$ cat config.mk
export PLATFORM = sky130hd
export DESIGN_NAME = dmem_arbiter
export DESIGN_NICKNAME = d
export VERILOG_FILES = /design/src/rtl/dmem_arb_pkg.sv /design/src/rtl/dmem_arbiter.sv
export SDC_FILE = /design/constraint.sdc
export NUM_CORES = 1
export LEC_CHECK = 0
export BUFFER_PORTS_ARGS = -buffer_cell sky130_fd_sc_hd__buf_2
export CAP_MARGIN = 20
export CORE_AREA = 5 5 119 121
export CTS_CLUSTER_SIZE = 20
export DETAILED_ROUTE_END_ITERATION = 10
export DIE_AREA = 0 0 124 126
export GPL_TIMING_DRIVEN = 0
export SYNTH_ARGS = -nofsm -noshare
export SYNTH_HDL_FRONTEND = slang
export SYNTH_SLANG_ARGS = --single-unit
$ cat constraint.sdc
create_clock -name clk -period 4 [get_ports clk]
set_input_delay 0.8 -clock clk [delete_from_list [all_inputs] [get_ports clk]]
set_output_delay 0.8 -clock clk [all_outputs]
set_load 0.1 [all_outputs]
$ cat src/rtl/dmem_arb_pkg.sv
// dmem_arb_pkg: shared types and constants for the data-memory arbiter.
package dmem_arb_pkg;
    typedef enum logic [1:0] {R_NONE, R_CORE, R_DBG} resp_e;
    localparam int MAX_WAIT_DEF = 4;
    localparam int WAIT_W = 4;
endpackage

$ cat src/rtl/dmem_arbiter.sv
// dmem_arbiter: core/debug arbiter in front of a single-port synchronous data memory.
// Core has priority; debug wins after MAX_WAIT consecutive lost cycles or while dbg_hold is high.
module dmem_arbiter
    import dmem_arb_pkg::*;
#(
    parameter int ADDR_W   = 32,
    parameter int DATA_W   = 32,
    parameter int BE_W     = DATA_W / 8,
    parameter int MAX_WAIT = MAX_WAIT_DEF
) (
    input  logic              clk,
    input  logic              rst_n,
    input  logic              core_req,
    input  logic              core_we,
    input  logic [ADDR_W-1:0] core_addr,
    input  logic [DATA_W-1:0] core_wdata,
    input  logic [BE_W-1:0]   core_be,
    output logic              core_gnt,
    output logic              core_rvalid,
    output logic [DATA_W-1:0] core_rdata,
    input  logic              dbg_req,
    input  logic              dbg_we,
    input  logic [ADDR_W-1:0] dbg_addr,
    input  logic [DATA_W-1:0] dbg_wdata,
    input  logic [BE_W-1:0]   dbg_be,
    output logic              dbg_gnt,
    output logic              dbg_rvalid,
    output logic [DATA_W-1:0] dbg_rdata,
    input  logic              dbg_hold,
    output logic              mem_en,
    output logic              mem_we,
    output logic [ADDR_W-1:0] mem_addr,
    output logic [DATA_W-1:0] mem_wdata,
    output logic [BE_W-1:0]   mem_be,
    input  logic [DATA_W-1:0] mem_rdata
);
    localparam logic [WAIT_W-1:0] WAIT_MAX = WAIT_W'(MAX_WAIT);

    logic [WAIT_W-1:0] wait_q, wait_d;
    resp_e             resp_q, resp_d;
    logic              dbg_win, core_win;

    always_ff @(posedge clk or negedge rst_n) begin
        if (!rst_n) begin
            wait_q <= '0;
            resp_q <= R_NONE;
        end else begin
            wait_q <= wait_d;
            resp_q <= resp_d;
        end
    end

    // Grants are combinational on the live requests, so they are gated by rst_n to stay quiet in reset.
    always_comb begin
        dbg_win     = rst_n && dbg_req && (!core_req || dbg_hold || wait_q == WAIT_MAX);
        core_win    = rst_n && !dbg_win && core_req && !dbg_hold;
        core_gnt    = core_win;
        dbg_gnt     = dbg_win;
        mem_en      = dbg_win || core_win;
        mem_we      = dbg_win ? dbg_we    : core_win && core_we;
        mem_addr    = dbg_win ? dbg_addr  : core_win ? core_addr  : '0;
        mem_wdata   = dbg_win ? dbg_wdata : core_win ? core_wdata : '0;
        mem_be      = dbg_win ? dbg_be    : core_win ? core_be    : '0;
        wait_d      = (dbg_req && !dbg_win) ? ((wait_q == WAIT_MAX) ? wait_q : wait_q + 1'b1) : '0;
        resp_d      = (core_win && !core_we) ? R_CORE : (dbg_win && !dbg_we) ? R_DBG : R_NONE;
        core_rvalid = resp_q == R_CORE;
        dbg_rvalid  = resp_q == R_DBG;
        core_rdata  = core_rvalid ? mem_rdata : '0;
        dbg_rdata   = dbg_rvalid  ? mem_rdata : '0;
    end
endmodule

==> results.toml <==
[routing]
drc = 0
drt_iter0_drc = 111
firstDrtPassIters = 6
wl_per_cell_um = 15.4
vias = 3623
routed_wl_um = 12900
vias_per_cell = 4.33
ant_nets = 0

[sta]
tns_ns = 0
slew_headroom_pct = 51.6
fmax_mhz = 280
setup_violations = 0
period_share_pct = 89.2
fin_skew_ns = 0.00141
slew_violations = 0
tightest_slew_ns = 0.726
layout_min_cycle_time_ns = 3.57
rsz0062_at_grt = "false"
hold_viol = 0

[pwr]
vdd_ir_drop_max_uv = 98.9
leakagePower_nw = 2.28
power.density_nw_per_um2 = 255

[critical_path]
startpoint = "rst_n"
rr_startpoint = "wait_q[0]$_DFFE_PN0P_"
cp.arrival_ns = 2.77
reg2reg_depth = 6
crit_fanout = 10
cpMostUsedCell = "buf_2"
path_cells = "buf_2 > buf_2 > buf_2 > clkbuf_1 > nand2_1 > o22ai_1 > buf_2"
slowest_stage = "buf_2"
crit_type = "in -> out"
r2r_slack_ns = 2.33
crit_path_end_kind = "output port"
startpoint_type = "input port"
max_stage_delay_ns = 0.49
path_delay_family = "buffers and inverters"
r2r-end = "resp_q[0]$_DFF_PN0_"
crit_buf_inv = 5
worstPathRequired_ns = 3.20

[placed_design]
dpl-instance-area_um2 = 3700
place_congestion = 0.802
io_buffers = 312
place_hpwl_um = 11000

[cts]
cts_made_buffers = 3
clk_latency_ns = 0.23
ctsLongestPathBuffers = 2
post_cts_buffers = 0
cts_tree = "yes"
cts_root_buf = "clkbuf_16"
postCtsHoldBufs = 0
htreeDepth = 1
path_clk_slew_ns = 0.03
cts_sinks = 6
ctsResizeCount = 0

[floorplanning]
coreArea_um2 = 13000
fp-row-count = 42
boundaryPins = 313
dieArea_um2 = 15600
start_util_pct = 14.8
die_w_um = 124
fp.dieH_um = 126

[job]
maxCapViolCount = 0

[worst_hold_path]
hp-class = "in -> async"

[yosys]
synth.area.top_cells = "nand2_1, o22ai_1, and2_1"
postSynthCellCount = 346
synth_sequential_area_ratio_pct = 7.81
synth_top_area_share_pct = 27.3
syn_nets = 523
synth_ff_type = "dfrtp_1"
netlist_area_um2 = 1920
synth_edf_count = 0
ys_seq_elements = 6
async_reset_ff_share_pct = 100
synth_warnings = 0
syn_avg_cell_area_um2 = 5.56
ys_types = 30
synth_top_cell_by_area = "nand2_1"

[final_layout]
syn2layout_area_growth_pct = 96.6
final_cell_mix = "buf_2, nand2_1, o22ai_1"
finish.instance_area_um2 = 3780
fin_nets = 840
antenna_cells = 0
drive_above_1_share_pct = 50.8
final_common_cell = "buf_2"

[global_routing]
grt_pass1_wl_um = 17300
grt_util_all_layers_pct = 14.1
grt_max_degree = 11
grt_pass1_vias = 3323
grt-ovfl-total = 0
antenna_found_initial = 0

[outcome]
status = "finished clean"
-- logic make-up after synthesis --
logic type      count (synthesis)  share of synthesized area [%]
buf+inv                        40                           11.2
simple gates                  219                           52.8
mux                             1                          0.521
compound gates                 77                           26.0
fa+ha+maj                       2                           1.30
xor+xnor                        1                          0.456
flops                           6                           7.81
-- through the flow --
step,setup slack (ns),power [W],hold WS [ns],utilization [%],instances
2_1_floorplan,0.261,0.000617,0.504,-,346
3_3_place_gp,0.402,0.000804,0.578,28.5,834
3_5_place_dp,0.387,0.000805,0.576,28.5,834
4_1_cts,0.380,0.000968,0.399,29.1,837
5_1_grt,0.303,0.00100,0.409,29.1,837
6_report,0.433,0.000964,0.398,29.1,837
-- Yosys cell counts, drive strengths merged, types with 3 or more instances --
library cell,instances
and2,64
buf,18
clkbuf,18
dfrtp,6
inv,3
nand2,140
nor2,3
nor2b,3
o21ai,3
o22ai,69
-- how the worst max path moves through the flow --
stage                         endpoint  slack, ns  depth (start not counted)
after floorplan              mem_be[0]       0.26                          5
after global placement    mem_wdata[7]       0.40                          7
after detailed placement  mem_wdata[7]       0.39                          7
after CTS                 mem_wdata[7]       0.38                          7
after global routing      mem_wdata[7]       0.30                          7
final                     mem_wdata[7]       0.43                          7
-- state kept, by name, indices dropped and copies added, names as in the netlist --
signal  flops
wait_q      4
resp_q      2
-- cell type report --
| class | instances | area (um2) |
|---|---|---|
| well taps | 176 | 220 |
| inverters | 4 | 15.0 |
| multi-input cells | 300 | 1560 |
| fillers | 1505 | 9200 |
| plain buffers | 36 | 200 |
| repair buffers | 312 | 1560 |
| clock buffers | 3 | 75.1 |
| flip-flops and latches | 6 | 150 |
-- where the power goes --
group	internal, W	switching, W
combinational	0.000158	0.000578
sequential	0.0000637	0.00000292
clock	0.000128	0.0000332
total	0.000350	0.000614
-- layer usage --
layer  track usage (%)  vias to the layer above  routed length (um)
met4              5.22                        0                 423
met5                 0                        -                   0
met3              1.52                       26                1230
met1              15.4                     1555                4740
li1                  -                     1802                   -
met2              27.2                      240                6490
(Power assumes the default switching activity.)
